<file path="config.mk">
export PLATFORM = sky130hd
export DESIGN_NAME = mmcm_ps_servo_ctrl
export DESIGN_NICKNAME = d
export VERILOG_FILES = /design/src/rtl/mmcm_ps_servo_ctrl.sv
export SDC_FILE = /design/constraint.sdc
export NUM_CORES = 1
export LEC_CHECK = 0
export ABC_AREA = 1
export BUFFER_PORTS_ARGS = -buffer_cell sky130_fd_sc_hd__buf_2
export CAP_MARGIN = 40
export CORE_ASPECT_RATIO = 0.75
export CORE_UTILIZATION = 55
export DETAILED_ROUTE_END_ITERATION = 6
export GPL_TIMING_DRIVEN = 0
export MAX_ROUTING_LAYER = met4
export PLACE_DENSITY = 0.91
export REMOVE_ABC_BUFFERS = 1
export SLEW_MARGIN = 25
export SYNTH_ARGS = -nofsm -noshare
export SYNTH_HDL_FRONTEND = slang
export SYNTH_SLANG_ARGS = --single-unit
</file>
<file path="constraint.sdc">
create_clock -name clk -period 3.22 [get_ports clk]
set_clock_uncertainty 0.05 [all_clocks]
set_input_delay 0.161 -clock clk [delete_from_list [all_inputs] [get_ports clk]]
set_output_delay 0.161 -clock clk [all_outputs]
set_load 0.01 [all_outputs]
</file>
<file path="src/rtl/mmcm_ps_servo_ctrl.sv">
// mmcm_ps_servo_ctrl
// Closed-loop sequencer for the MMCM dynamic phase-shift port. Each measurement
// round flushes the moving-average error filter, waits for it to settle, then
// compares the filtered error against a deadband. An out-of-band error produces
// one psen step in the correcting direction. The block also tracks the phase
// position, lock status and psdone timeouts.
//
// Optional feature: define SERVO_STEP_CNT_EN to build the completed-step
// counter. Without it, step_count is tied to 0.
//
// Ports:
//   clk          system clock
//   reset_in_n   asynchronous active-low reset
//   enable       servo run request (level)
//   mmcm_locked  MMCM LOCKED status
//   err_filt     signed filtered phase error (WIDTH bits)
//   filt_reset   synchronous active-high reset to the filter (FLUSH cycle)
//   psen         phase-shift enable, 1-cycle pulse
//   psincdec     step direction, 1 = increment, valid with psen
//   psdone       phase-shift done pulse from the MMCM
//   ps_pos       signed accumulated step position (16 bits)
//   in_lock      error in band for LOCK_COUNT consecutive evaluations
//   at_limit     last requested step was suppressed by POS_LIMIT
//   busy         sequencer not idle
//   timeout_err  sticky psdone timeout flag
//   step_count   completed steps (0 unless SERVO_STEP_CNT_EN)
module mmcm_ps_servo_ctrl #(
    parameter int unsigned WIDTH         = 32,
    parameter int unsigned DEADBAND      = 16,
    parameter int unsigned SETTLE_CYCLES = 34,
    parameter int unsigned LOCK_COUNT    = 4,
    parameter int unsigned POS_LIMIT     = 1023,
    parameter int unsigned PS_TIMEOUT    = 255
) (
    input  logic             clk,
    input  logic             reset_in_n,
    input  logic             enable,
    input  logic             mmcm_locked,
    input  logic [WIDTH-1:0] err_filt,
    output logic             filt_reset,
    output logic             psen,
    output logic             psincdec,
    input  logic             psdone,
    output logic [15:0]      ps_pos,
    output logic             in_lock,
    output logic             at_limit,
    output logic             busy,
    output logic             timeout_err,
    output logic [31:0]      step_count
);

    localparam int unsigned SetW = $clog2(SETTLE_CYCLES + 1);
    localparam int unsigned ToW  = $clog2(PS_TIMEOUT + 1);
    localparam int unsigned MagW = WIDTH + 1;

    localparam logic [SetW-1:0] SettleLoad = SetW'(SETTLE_CYCLES);
    localparam logic [ToW-1:0]  ToLoad     = ToW'(PS_TIMEOUT);
    localparam logic [7:0]      LockMax    = 8'(LOCK_COUNT);
    localparam logic [15:0]     PosMax     = 16'(POS_LIMIT);
    localparam logic [15:0]     PosMin     = -PosMax;
    localparam logic [MagW-1:0] Deadband   = MagW'(DEADBAND);

    typedef enum logic [2:0] {
        StIdle,
        StFlush,
        StSettle,
        StEval,
        StStep,
        StWaitDone,
        StFault
    } state_e;

    state_e          state_q, state_d;
    logic [SetW-1:0] settle_q, settle_d;
    logic [ToW-1:0]  to_q, to_d;
    logic [7:0]      lock_cnt_q, lock_cnt_d;
    logic [15:0]     ps_pos_q, ps_pos_d;
    logic            in_lock_q, in_lock_d;
    logic            at_limit_q, at_limit_d;
    logic            psincdec_q, psincdec_d;
    logic            timeout_err_q, timeout_err_d;
    logic            filt_reset_q, psen_q, busy_q;
    logic            locked_q;

    logic            abort;
    logic            dir_now;
    logic [MagW-1:0] err_ext, err_mag;

    // Magnitude is taken one bit wider so the most negative input cannot wrap
    // back into the deadband.
    assign err_ext = {err_filt[WIDTH-1], err_filt};
    assign err_mag = err_filt[WIDTH-1] ? -err_ext : err_ext;
    assign dir_now = !err_filt[WIDTH-1] && (err_filt != '0);
    assign abort   = !enable || !mmcm_locked;

    always_comb begin
        state_d       = state_q;
        settle_d      = settle_q;
        to_d          = to_q;
        lock_cnt_d    = lock_cnt_q;
        in_lock_d     = in_lock_q;
        at_limit_d    = at_limit_q;
        psincdec_d    = psincdec_q;
        timeout_err_d = timeout_err_q;
        ps_pos_d      = ps_pos_q;

        unique case (state_q)
            StIdle: begin
                if (enable && mmcm_locked) begin
                    state_d       = StFlush;
                    timeout_err_d = 1'b0;
                end
            end
            StFlush, StSettle, StEval, StStep: begin
                if (abort) begin
                    state_d    = StIdle;
                    lock_cnt_d = '0;
                    in_lock_d  = 1'b0;
                end else if (state_q == StFlush) begin
                    settle_d = SettleLoad;
                    state_d  = StSettle;
                end else if (state_q == StSettle) begin
                    settle_d = settle_q - SetW'(1);
                    if (settle_q <= SetW'(1)) begin
                        state_d = StEval;
                    end
                end else if (state_q == StEval) begin
                    settle_d = SettleLoad;
                    if (err_mag <= Deadband) begin
                        if (lock_cnt_q < LockMax) begin
                            lock_cnt_d = lock_cnt_q + 8'd1;
                        end
                        in_lock_d  = (lock_cnt_d == LockMax);
                        at_limit_d = 1'b0;
                        state_d    = StSettle;
                    end else begin
                        lock_cnt_d = '0;
                        in_lock_d  = 1'b0;
                        if ((dir_now && ps_pos_q == PosMax) ||
                            (!dir_now && ps_pos_q == PosMin)) begin
                            at_limit_d = 1'b1;
                            state_d    = StSettle;
                        end else begin
                            at_limit_d = 1'b0;
                            psincdec_d = dir_now;
                            state_d    = StStep;
                        end
                    end
                end else begin
                    to_d    = ToLoad;
                    state_d = StWaitDone;
                end
            end
            StWaitDone: begin
                // Abort requests wait here until the outstanding step resolves.
                if (psdone) begin
                    ps_pos_d = psincdec_q ? ps_pos_q + 16'd1 : ps_pos_q - 16'd1;
                    if (abort) begin
                        state_d    = StIdle;
                        lock_cnt_d = '0;
                        in_lock_d  = 1'b0;
                    end else begin
                        state_d = StFlush;
                    end
                end else if (to_q <= ToW'(1)) begin
                    timeout_err_d = 1'b1;
                    state_d       = StFault;
                end else begin
                    to_d = to_q - ToW'(1);
                end
            end
            StFault: begin
                if (!enable) begin
                    state_d = StIdle;
                end
            end
            default: begin
                state_d = StIdle;
            end
        endcase

        // An MMCM relock zeroes its phase, so our position follows.
        if (locked_q && !mmcm_locked) begin
            ps_pos_d = '0;
        end
    end

    always_ff @(posedge clk or negedge reset_in_n) begin
        if (!reset_in_n) begin
            state_q       <= StIdle;
            settle_q      <= '0;
            to_q          <= '0;
            lock_cnt_q    <= '0;
            ps_pos_q      <= '0;
            in_lock_q     <= 1'b0;
            at_limit_q    <= 1'b0;
            psincdec_q    <= 1'b0;
            timeout_err_q <= 1'b0;
            filt_reset_q  <= 1'b0;
            psen_q        <= 1'b0;
            busy_q        <= 1'b0;
            locked_q      <= 1'b0;
        end else begin
            state_q       <= state_d;
            settle_q      <= settle_d;
            to_q          <= to_d;
            lock_cnt_q    <= lock_cnt_d;
            ps_pos_q      <= ps_pos_d;
            in_lock_q     <= in_lock_d;
            at_limit_q    <= at_limit_d;
            psincdec_q    <= psincdec_d;
            timeout_err_q <= timeout_err_d;
            filt_reset_q  <= (state_d == StFlush);
            psen_q        <= (state_d == StStep);
            busy_q        <= (state_d != StIdle);
            locked_q      <= mmcm_locked;
        end
    end

`ifdef SERVO_STEP_CNT_EN
    logic        step_done;
    logic [31:0] step_count_q;

    assign step_done = (state_q == StWaitDone) && psdone;

    always_ff @(posedge clk or negedge reset_in_n) begin
        if (!reset_in_n) begin
            step_count_q <= '0;
        end else if (step_done) begin
            step_count_q <= step_count_q + 32'd1;
        end
    end

    assign step_count = step_count_q;
`else
    assign step_count = '0;
`endif

    assign filt_reset  = filt_reset_q;
    assign psen        = psen_q;
    assign psincdec    = psincdec_q;
    assign ps_pos      = ps_pos_q;
    assign in_lock     = in_lock_q;
    assign at_limit    = at_limit_q;
    assign busy        = busy_q;
    assign timeout_err = timeout_err_q;

endmodule

</file>
Yosys cells after proc, flatten, opt, wreduce, memory -nomap -nowiden
Cells that the tools add are included.
{ "word_totals": {"regBits": 49, "input_bits": 37, "out_inout_bits": 55, "elab_cells": 136} }
{ "classes": {"addsub": 6, "n_lt_le_gt_ge": 4, "n_eq_ne": 24, "muxes": 57, "bitwise_logic": 5, "n_reduce_logical": 27} }
{ "op_table": {"columns": ["op", "n"], "rows": [
  ["8-bit 2-to-1 mux", 20],
  ["16-bit 2-to-1 mux", 4],
  ["33-bit by 5-bit less-or-equal comparator with 1-bit output (second input constant)", 1],
  ["3-bit 2-to-1 mux", 11],
  ["33-bit 2-to-1 mux", 1],
  ["33-bit negation", 1],
  ["8-bit case mux with 2 select lines", 2],
  ["32-bit nonzero test", 1],
  ["2-bit != test (second input constant)", 10],
  ["6-bit 2-to-1 mux", 3],
  ["16-bit by 1-bit adder with 16-bit output (second input constant)", 1],
  ["16-bit by 10-bit == test with 1-bit output (second input constant)", 1],
  ["16-bit == test (second input constant)", 1],
  ["16-bit by 1-bit subtractor with 16-bit output (second input constant)", 1],
  ["7-bit AND reduction", 2],
  ["1-bit 2-to-1 mux", 13],
  ["3-bit == test (second input constant)", 4],
  ["3-bit case mux with 4 select lines", 1],
  ["3-bit != test (second input constant)", 3],
  ["8-bit by 1-bit adder with 8-bit output (second input constant)", 1],
  ["8-bit by 3-bit == test with 1-bit output (second input constant)", 1],
  ["8-bit by 1-bit less-or-equal comparator with 1-bit output (second input constant)", 1],
  ["8-bit by 3-bit < comparator with 1-bit output (second input constant)", 1],
  ["2-bit nonzero test", 4],
  ["18 further kinds", 34]
]} }

Depth between registers and ports, before layout
Gate-level depths: netlist of the first run.
{ "logic_depth": {"ltp_word": 16, "ltp_mapped": 18, "depth_no_buf": 18} }

Worst setup path after synthesis of the first run
Ideal clock, no wire load.
{ "synth_timing": {"path_kind": "register to register", "startpoint": "reg psincdec_q, in the netlist psincdec", "endpoint": "reg ps_pos_q[14], in the netlist ps_pos[14]", "setup_time_ns": 0.126, "arrival_ns": 2.192, "t_required_ns": 3.044, "slack_ns": 0.852, "path_stages_with_launch": 15, "period_less_slack_ns": 2.368, "path_cell_list": "dfrtp_1 inv_1 ha_1 a21oi_1 nand2_1 a21oi_1 inv_1 a21oi_1 o21ai_0 nand2_1 nand2_1 a21oi_1 nand2_1 nand2_1 o21ai_0"} }
{ "synth_via": {"elab_chain_len": 4} }
{ "synth_rtl": {"columns": ["item", "line", "source"], "rows": [
  ["start, declared", "80", "logic psincdec_q, psincdec_d;"],
  ["start signal, assigned", "211", "psincdec_q <= psincdec_d;"],
  ["16-bit 2-to-1 mux", "157", "ps_pos_d = psincdec_q ? ps_pos_q + 16'd1 : ps_pos_q - 16'd1;"],
  ["16-bit 2-to-1 mux", "156", "if (psdone) begin"],
  ["16-bit 2-to-1 mux", "107", "unique case (state_q)"],
  ["16-bit 2-to-1 mux", "183", "if (locked_q && !mmcm_locked) begin"],
  ["end signal, assigned", "208", "ps_pos_q <= ps_pos_d;"],
  ["end, declared", "77", "logic [15:0] ps_pos_q, ps_pos_d;"]
]} }
No other way between the ends. The select of a mux whose other input is x is not followed.
A chain may end at the register's enable or synchronous reset.

Final worst setup path of the first run
Same ends and word-level chain as after synthesis.

==> results.json, run 1 <==
{
  "synth_seq_cells": 49,
  "clock.fmax_mhz": 363,
  "wl_microns": 10100,
  "area_delta_synth_final_pct": 9.94,
  "arrival_ns": 2.89,
  "yosysMostFrequentCell": "nand2_1",
  "route.vias.total": 4320,
  "rows": 27,
  "drive_gt1_frac": 0.141,
  "start_kind": "flop",
  "ys_seq_area_frac": 0.293,
  "crit_type": "reg2reg",
  "setup_tns_ns": 0,
  "synthArstFlopShare": 1.00,
  "diodes": 0,
  "first_global_vias": 3721,
  "hold_depth": 5,
  "drc": 0,
  "clk_latency_ns": 0.30,
  "fin_crit_sh": 0.856,
  "final_core_util": 0.624,
  "end_kind": "flop",
  "slew_violations": 0,
  "design.core.area_sq_um": 7360,
  "ioPinCount": 92,
  "ff_latch_area_sq_um": 1230,
  "grt_first_pass_wirelength_microns": 16700,
  "place.gp.congestion": 0.943,
  "avgRoutedWirePerCell_microns": 12.5,
  "synthTopCellsByArea": "dfrtp_1 29%, nand2_1 14%, nor2_1 7.8%",
  "synthesis.area_sq_um": 4180,
  "cts.htree.levels": 2,
  "nets": 760,
  "ant_nets": 0,
  "cts_resized": 0,
  "port_buffers": 59,
  "setup_slack_ns": 0.463,
  "gr-total-overflow": 0,
  "antenna_found_initial": 0,
  "dieHeight_microns": 77.5,
  "clock-root-buffer": "clkbuf_8",
  "synthCells": 641,
  "status": "finished, final reports clean",
  "dieArea_sq_um": 7960,
  "slew_headroom": 0.587,
  "synth-main-ff-cell": "dfrtp_1",
  "worstHoldPathType": "in2reg",
  "drtPass1Iterations": 6,
  "n_fill_cell": 691,
  "power.density_nw_per_um2": 379,
  "critPathMaxFanout": 15,
  "min_period_ns": 2.76,
  "viasPerCell": 5.37,
  "initial_core_util": 0.568,
  "grt_max_degree": 50,
  "p_leak_nw": 2.45,
  "r2r_cells": 14,
  "synthTopCellsByCount": "159 x nand2_1, 87 x nor2_1, 81 x inv_1",
  "first_iter_violations": 321,
  "worst_slew_pin_slew_ns": 0.620,
  "cts_tree": "built",
  "hold_violations": 0,
  "synth_top_area_share": 0.293,
  "die_x_microns": 103,
  "clk_pin_slew_ns": 0.09,
  "power_mw": 1.74,
  "fin_hold_ws_ns": 0.248,
  "synth_cell_type_count": 45,
  "clockBufferDepth": 2,
  "grt_setup_unrepaired": "false",
  "vdd_drop_max_v": 0.000248,
  "post-synth-top-area-cell": "dfrtp_1",
  "yosys_warnings": 0,
  "post-place-ws_ns": 0.484,
  "critical_path_required_ns": 3.35,
  "clkSinkCount": 49,
  "multi_input_area_sq_um": 2480,
  "grt_usage": 0.269,
  "dpl.hpwl_microns": 7850,
  "cap_violations": 0,
  "synth_edf_count": 0,
  "cts_buffers": 5,
  "finalSetupViolations": 0,
  "synth.avg_cell_area_sq_um": 6.52
}
## final cells by class
cell class                 instances  share of cell area
clock buffer                       7              0.0188
clock inverter                     1             0.00653
inverter                          87              0.0711
multi-input combinational        499               0.540
sequential                        49               0.267
tap                              101              0.0275
timing repair buffer              61              0.0692
## worst max-delay path, cell delays in order, from the launching register on
cell	delay, ns
dfrtp_1	0.44
inv_1	0.43
ha_1	0.38
a21oi_1	0.17
nand2_1	0.10
a21oi_1	0.15
inv_1	0.08
a21oi_1	0.17
o21ai_0	0.14
nand2_1	0.10
nand2_1	0.05
a21oi_1	0.16
nand2_1	0.07
nand2_1	0.06
o21ai_0	0.08
## stage by stage
step	instance area, sq um	cells
floorplan	4040	635
global placement	4460	795
detailed placement	4460	795
CTS	4600	805
global route	4600	805
finish	4600	805
## report_power, final
group          leakage (nW)  switching (mW)  internal (mW)
combinational          1.75           0.313          0.173
clock                0.0585           0.210          0.254
sequential            0.645          0.0877          0.705
total                  2.45           0.610           1.13
## path summary, 6_finish.rpt
kind,start,to,slack (ns)
worst max register to register,psincdec$_DFFE_PN0P_,ps_pos[14]$_DFFE_PN0P_,0.46
worst max-delay path,psincdec$_DFFE_PN0P_,ps_pos[14]$_DFFE_PN0P_,0.46
max in group asynchronous,reset_in_n,ps_pos[6]$_DFFE_PN0P_,2.34
worst min-delay path,psdone,to_q[0]$_DFFE_PN0P_,0.25
worst min register to register,to_q[7]$_DFFE_PN0P_,to_q[7]$_DFFE_PN0P_,0.44
min in group asynchronous,reset_in_n,settle_q[5]$_DFFE_PN0P_,0.34
## registers in the layout (all words and copies together), names as in the netlist
register     cells
locked_q         1
state_q          3
ps_pos          16
timeout_err      1
in_lock          1
settle_q         6
to_q             8
busy             1
at_limit         1
lock_cnt_q       8
psincdec         1
filt_reset       1
psen             1
## kinds of logic after synthesis
group                      after synthesis  synth area share
and+or+nand+nor                        346             0.363
buffers and inverters                  124             0.141
AOI/OAI and AO/OA                       97             0.132
DFF                                     49             0.293
adders and majority gates               20            0.0617
xor gates and xnor gates                 3           0.00629
other                                    1          0.000897
muxes                                    1           0.00239
## layout by cell type (no fill, tap or decap), types with 2 or more instances in the layout
cell type	netlist	routed
nor2_4	2	2
nand4_1	10	10
xor2_1	2	2
o22ai_1	6	6
nand2_1	159	159
a21oi_1	30	30
o21ai_0	36	36
conb_1	1	32
a31oi_1	2	2
o21ai_2	2	2
nor2_1	87	87
nor3_1	13	13
clkbuf_8	0	6
nand3_2	2	2
dlygate4sd3_1	0	2
inv_1	81	81
nand3_1	47	47
o21ai_1	5	5
o21bai_1	2	2
dfrtp_1	49	49
o211ai_1	4	4
nand3b_1	4	4
inv_2	6	6
nand2_2	5	5
ha_1	19	19
o31ai_1	2	2
buf_2	2	58
o2111ai_1	2	2
nor2_2	10	10
## repair_timing
item                      in CTS  in global routing
hold buffers                   2                  0
hold endpoints to repair      50                  0
buffers inserted               0                  0
## metal layers
layer	up-vias	part of all wire	track usage
met4	0	0.0086	0.0443
li1	2140	-	-
met3	18	0.080	0.0297
met5	-	0	-
met2	215	0.45	0.410
met1	1947	0.46	0.390
Power figures use the tool's default switching activity.
==> run 2: changes to the inputs <==
==> constraint.sdc (replaced) <==
create_clock -name clk -period 2.7 [get_ports clk]
set_clock_uncertainty 0.05 [all_clocks]
set_input_delay 0.135 -clock clk [delete_from_list [all_inputs] [get_ports clk]]
set_output_delay 0.135 -clock clk [all_outputs]
set_load 0.01 [all_outputs]
==> run 2 against run 1 <==
Compared with the run above: the flow now finishes with violations (design-rule violations); clock-buffer cell count stayed put; die area stayed put; fmax is 7.6% higher; cell area is 2.3% higher; highest routed layer unchanged.
==> results.json, run 2 (synthesized netlist as in run 1, its figures left out) <==
{
  "p_leak_nw": 2.47,
  "vdd_drop_max_v": 0.000299,
  "wl_microns": 10400,
  "power_mw": 2.13,
  "die_x_microns": 103,
  "r2r_slack_ns": 0.14,
  "clock-root-buffer": "clkbuf_8",
  "drive_gt1_frac": 0.156,
  "dieHeight_microns": 77.5,
  "clock.fmax_mhz": 390,
  "hold_start": "psdone",
  "clk_latency_ns": 0.31,
  "critPathMaxFanout": 7,
  "fin_crit_sh": 0.949,
  "worstHoldPathType": "in2reg",
  "final_common_cell": "nand2_1",
  "slew_violations": 0,
  "cap_violations": 0,
  "gr-total-overflow": 0,
  "fin_hold_ws_ns": 0.216,
  "design.core.area_sq_um": 7360,
  "status": "complete, but fails checks",
  "ant_nets": 0,
  "r2r-start": "psincdec$_DFFE_PN0P_",
  "first_iter_violations": 413,
  "min_period_ns": 2.56,
  "initial_core_util": 0.568,
  "crit_type": "reg2reg",
  "cts_tree": "built",
  "hold_depth": 5,
  "finalSetupViolations": 0,
  "clkSinkCount": 49,
  "rows": 27,
  "slew_headroom": 0.591,
  "port_buffers": 59,
  "antenna_found_initial": 0,
  "drtPass1Iterations": 7,
  "worst_slew_pin_slew_ns": 0.613,
  "end_kind": "flop",
  "power.density_nw_per_um2": 454,
  "holdPathEnd": "to_q[0]$_DFFE_PN0P_",
  "clk_pin_slew_ns": 0.09,
  "viasPerCell": 5.38,
  "cts.htree.levels": 2,
  "diodes": 0,
  "first_global_vias": 3760,
  "r2r_end": "ps_pos[13]$_DFFE_PN0P_",
  "clockBufferDepth": 2,
  "route.vias.total": 4366,
  "dieArea_sq_um": 7960,
  "r2r_cells": 13,
  "grt_max_degree": 50,
  "place.gp.congestion": 0.943,
  "violations": "design-rule violations",
  "nets": 766,
  "hold_violations": 0,
  "largest_reg_flops": 16,
  "ioPinCount": 92,
  "area_delta_synth_final_pct": 12.5,
  "grt_usage": 0.272,
  "start_kind": "flop",
  "dpl.hpwl_microns": 7850,
  "avgRoutedWirePerCell_microns": 12.8,
  "arrival_ns": 2.71,
  "drc": 4,
  "grt_first_pass_wirelength_microns": 16900,
  "final_cell_mix": "159 x nand2_1, 87 x nor2_1, 80 x inv_1",
  "cts_buffers": 5,
  "critical_path_required_ns": 2.84
}
==> run 2: what timing repair did <==
item,CTS,global route
endpoints found under the setup margin,1,4
hold endpoints to repair,50,0
pin swaps,0,1
setup buffers,3,3
gates resized for setup,1,6
hold buffers,2,0
==> run 2: metal layers <==
layer	vias up	GRT usage	routed length (microns)
met5	-	-	0
met4	0	0.0443	97
met2	190	0.413	4770
li1	2150	-	-
met3	13	0.0333	752
met1	2013	0.396	4780
==> run 2: worst max path at each step <==
stage	slack (ns)	from	endpoint
2_1_floorplan	0.33	psincdec$_DFFE_PN0P_	ps_pos[14]$_DFFE_PN0P_
3_3_place_gp	0.03	psincdec$_DFFE_PN0P_	ps_pos[14]$_DFFE_PN0P_
5_1_grt	-0.02	psincdec$_DFFE_PN0P_	ps_pos[13]$_DFFE_PN0P_
4_1_cts	0.08	psincdec$_DFFE_PN0P_	ps_pos[14]$_DFFE_PN0P_
6_report	0.14	psincdec$_DFFE_PN0P_	ps_pos[13]$_DFFE_PN0P_
3_5_place_dp	-0.04	psincdec$_DFFE_PN0P_	ps_pos[14]$_DFFE_PN0P_
==> run 2: per-stage QoR <==
| stage | TNS, ns | area (sq um) | setup WS (ns) | instances | utilization |
|---|---|---|---|---|---|
| finish | 0 | 4700 | 0.137 | 811 | 0.638 |
| global route | -0.0246 | 4700 | -0.0246 | 811 | 0.638 |
| CTS | 0 | 4620 | 0.0777 | 808 | 0.628 |
| detailed placement | -0.0360 | 4460 | -0.0360 | 795 | 0.606 |
| global placement | 0 | 4460 | 0.0278 | 795 | 0.605 |
| floorplan | 0 | 4040 | 0.332 | 635 | - |
==> run 2: power by group <==
group	switching (mW)	internal, mW
registers	0.104	0.842
clock network	0.257	0.303
logic	0.388	0.241
total	0.749	1.39
==> run 2: final cells by class <==
type	instances	area, sq um
fill	672	2660
tap	101	126
sequential	49	1230
inverter	87	330
multi-input combinational	499	2520
clock inverter	1	30.0
timing repair buffer	67	375
clock buffer	7	86.3
==> run 2: worst max-delay path, cell delays in order (launching register included) <==
cell and delay [ns]:
dfrtp_2 0.42, clkinvlp_4 0.13, buf_12 0.16, buf_4 0.13, ha_1 0.34, nand2_1 0.09
nor3_1 0.20, nand3_1 0.11, o2111ai_1 0.18, nand3_1 0.11, nand2_1 0.15, a31oi_1 0.14
nor2_1 0.14, o21ai_0 0.10
==> run 3: changes to the inputs <==
--- a/config.mk
+++ b/config.mk
@@ -5,7 +5,6 @@
 export SDC_FILE = /design/constraint.sdc
 export NUM_CORES = 1
 export LEC_CHECK = 0
-export ABC_AREA = 1
 export BUFFER_PORTS_ARGS = -buffer_cell sky130_fd_sc_hd__buf_2
 export CAP_MARGIN = 40
 export CORE_ASPECT_RATIO = 0.75
==> run 3 against run 2 <==
Compared with the run above: the flow finishes with violations (negative setup slack); sequential share of layout area down 0.58 points; critical endpoint is now psincdec$_DFFE_PN0P_; largest power group unchanged; synthesized cell count fell by 27%; clock-buffer cell count is 1 lower; combinational power is 35% lower; sequential cell count is the same; utilization increased by 6.6 points.
==> results.json, run 3 <==
{
  "ys_seq_area_frac": 0.314,
  "synthCells": 471,
  "cts_tree": "built",
  "finalSetupViolations": 16,
  "dieHeight_microns": 75.0,
  "ff_latch_area_sq_um": 1230,
  "synth.avg_cell_area_sq_um": 8.30,
  "slowest_delay_ns": 0.57,
  "antenna_found_initial": 0,
  "p_sw_frac": 0.328,
  "slowest_stage": "or4_4",
  "dieArea_sq_um": 7450,
  "port_buffers": 59,
  "fin_crit_sh": 1.10,
  "synthTopCellsByArea": "dfrtp_1 31%, buf_4 6.1%, ha_1 6.1%",
  "synth_cell_type_count": 70,
  "cap_violations": 0,
  "slew_violations": 0,
  "synth_top_area_share": 0.314,
  "hold_start": "enable",
  "r2r_cells": 10,
  "cp_num_buf_inv": 2,
  "yosys_warnings": 0,
  "final_common_cell": "buf_2",
  "critPathMaxFanout": 5,
  "synth-main-ff-cell": "dfrtp_1",
  "clk_pin_slew_ns": 0.09,
  "grt_first_pass_wirelength_microns": 16000,
  "synth_seq_cells": 49,
  "dpl.hpwl_microns": 6740,
  "critical_path_required_ns": 2.84,
  "first_iter_violations": 276,
  "crit_family": "simple AND/OR/NAND/NOR gates",
  "crit_type": "in2reg",
  "yosysMostFrequentCell": "nand2_1",
  "multi_input_area_sq_um": 2810,
  "synthesis.area_sq_um": 3910,
  "n_fill_cell": 509,
  "setup_tns_ns": -2.53,
  "ioPinCount": 92,
  "vdd_drop_max_v": 0.000204,
  "avgRoutedWirePerCell_microns": 16.3,
  "die_x_microns": 99.3,
  "final_core_util": 0.704,
  "grt_usage": 0.279,
  "initial_core_util": 0.572,
  "clock-root-buffer": "clkbuf_8",
  "power.density_nw_per_um2": 348,
  "cpMostUsedCell": "or4_4",
  "largest_reg_flops": 16,
  "power.switching_mw": 0.550,
  "intPower_mw": 1.13,
  "post-synth-top-area-cell": "dfrtp_1",
  "grt_setup_unrepaired": "true",
  "nets": 605,
  "final_cells": 633,
  "design.core.area_sq_um": 6830,
  "route.vias.total": 3890,
  "diodes": 0,
  "critPathLaunch": "err_filt[7]",
  "worstHoldPathType": "in2reg",
  "gr-total-overflow": 0,
  "ant_nets": 0,
  "clk_latency_ns": 0.31,
  "end_kind": "flop",
  "arrival_ns": 3.11,
  "synth_edf_count": 0,
  "start_kind": "primary input",
  "viasPerCell": 6.15,
  "seqPwrFrac": 0.493,
  "comb_power_share": 0.244,
  "synthTopCellsByCount": "52 x nand2_1, 49 x dfrtp_1, 44 x nor2_1",
  "p_leak_nw": 2.08,
  "hold_violations": 0,
  "cts_buffers": 5,
  "first_global_vias": 3447,
  "violations": "negative setup slack",
  "wl_microns": 10300,
  "drive_gt1_frac": 0.275,
  "place.gp.congestion": 0.943,
  "path_cells": "buf_6, or4_4, or4_4, or4_4, a211oi_4, o21ai_2, nor4b_4, buf_4, a211oi_4, mux2_4",
  "cp.depth": 10,
  "setup_slack_ns": -0.273,
  "cts.htree.levels": 2,
  "drtPass1Iterations": 6,
  "slew_headroom": 0.456,
  "final_cell_mix": "56 x buf_2, 52 x nand2_1, 47 x dfrtp_1",
  "clkSinkCount": 49,
  "grt_max_degree": 50,
  "min_period_ns": 2.97,
  "synthArstFlopShare": 1.00,
  "clockBufferDepth": 2,
  "hold_depth": 3,
  "r2r-start": "psincdec$_DFFE_PN0P_",
  "dp_cells": 600,
  "rows": 26,
  "area_delta_synth_final_pct": 23.2,
  "status": "complete, but fails checks",
  "drc": 0,
  "worst_slew_pin_slew_ns": 0.813,
  "clkPwrFrac": 0.263,
  "clock.fmax_mhz": 336
}
==> run 3: cell types whose count changed after synthesis, moves of 9 or more <==
cell	delta
nand2_1	-107
inv_1	-66
nor2_1	-43
nand3_1	-41
o21ai_0	-18
nor3_1	+15
xnor2_1	+12
nor2_2	-10
nor4_1	+10
clkbuf_1	+9
==> run 3: cells by family after synthesis <==
family | after synthesis | synth area share
and+or+nand+nor | 199 | 0.266
AOI/OAI and AO/OA | 113 | 0.198
buffers and inverters | 61 | 0.0897
DFF | 49 | 0.314
adders and majority gates | 21 | 0.0685
xor gates and xnor gates | 21 | 0.0471
muxes | 6 | 0.0160
other | 1 | 0.000960
==> run 3: repair_timing <==
item / CTS / global route
setup endpoints to repair: 21 / 19
pin swaps: 17 / 20
endpoints found under the hold margin: 50 / 0
gates cloned: 1 / 0
hold buffers: 2 / 0
resized for setup: 44 / 33
setup buffers: 12 / 10
==> run 3: path summary, 6_finish.rpt <==
kind                                          endpoint  slack (ns)
min in group asynchronous          to_q[4]$_DFFE_PN0P_        0.33
worst max-delay path              psincdec$_DFFE_PN0P_       -0.27
worst min-delay path                    busy$_DFF_PN0_        0.10
max in group asynchronous         psincdec$_DFFE_PN0P_        1.82
worst min register to register     to_q[7]$_DFFE_PN0P_        0.48
worst max register to register  ps_pos[14]$_DFFE_PN0P_       -0.13
==> run 3: layer usage <==
metal,vias to the layer above,global-route usage,routed length (microns)
met4,0,0.0801,227
li1,1828,-,-
met3,33,0.0409,739
met1,1834,0.365,4280
met5,-,-,0
met2,195,0.458,5050
==> run 3: area by class of cell <==
| class | count | area share |
|---|---|---|
| clock buffers | 6 | 0.0151 |
| clock inverters | 2 | 0.00312 |
| inverters | 15 | 0.0125 |
| multi-input cells | 393 | 0.584 |
| flip-flops and latches | 49 | 0.255 |
| well taps | 84 | 0.0218 |
| repair buffers | 84 | 0.108 |
==> run 3: through the flow <==
| step | hold slack [ns] | total power [mW] | cell area (sq um) | setup slack [ns] |
|---|---|---|---|---|
| floorplan | -0.211 | 1.05 | 3730 | -0.376 |
| global placement | 0.290 | 1.15 | 4130 | -0.678 |
| detailed placement | 0.136 | 1.17 | 4150 | -0.735 |
| CTS | 0.0964 | 1.63 | 4560 | -0.241 |
| global route | 0.113 | 1.75 | 4810 | -0.326 |
| finish | 0.105 | 1.68 | 4810 | -0.273 |
==> run 3: power groups by stage <==
stage          clock, mW  sequential (mW)  combinational (mW)
4_1_cts            0.438            0.823               0.373
2_1_floorplan          0            0.830               0.218
3_5_place_dp           0            0.837               0.333
6_report           0.440            0.826               0.410
5_1_grt            0.464            0.833               0.456
3_3_place_gp           0            0.834               0.319
==> run 3: worst min-delay path: stages <==
cell and delay [ns]:
buf_2 0.13, a21oi_1 0.08, nand2b_1 0.08
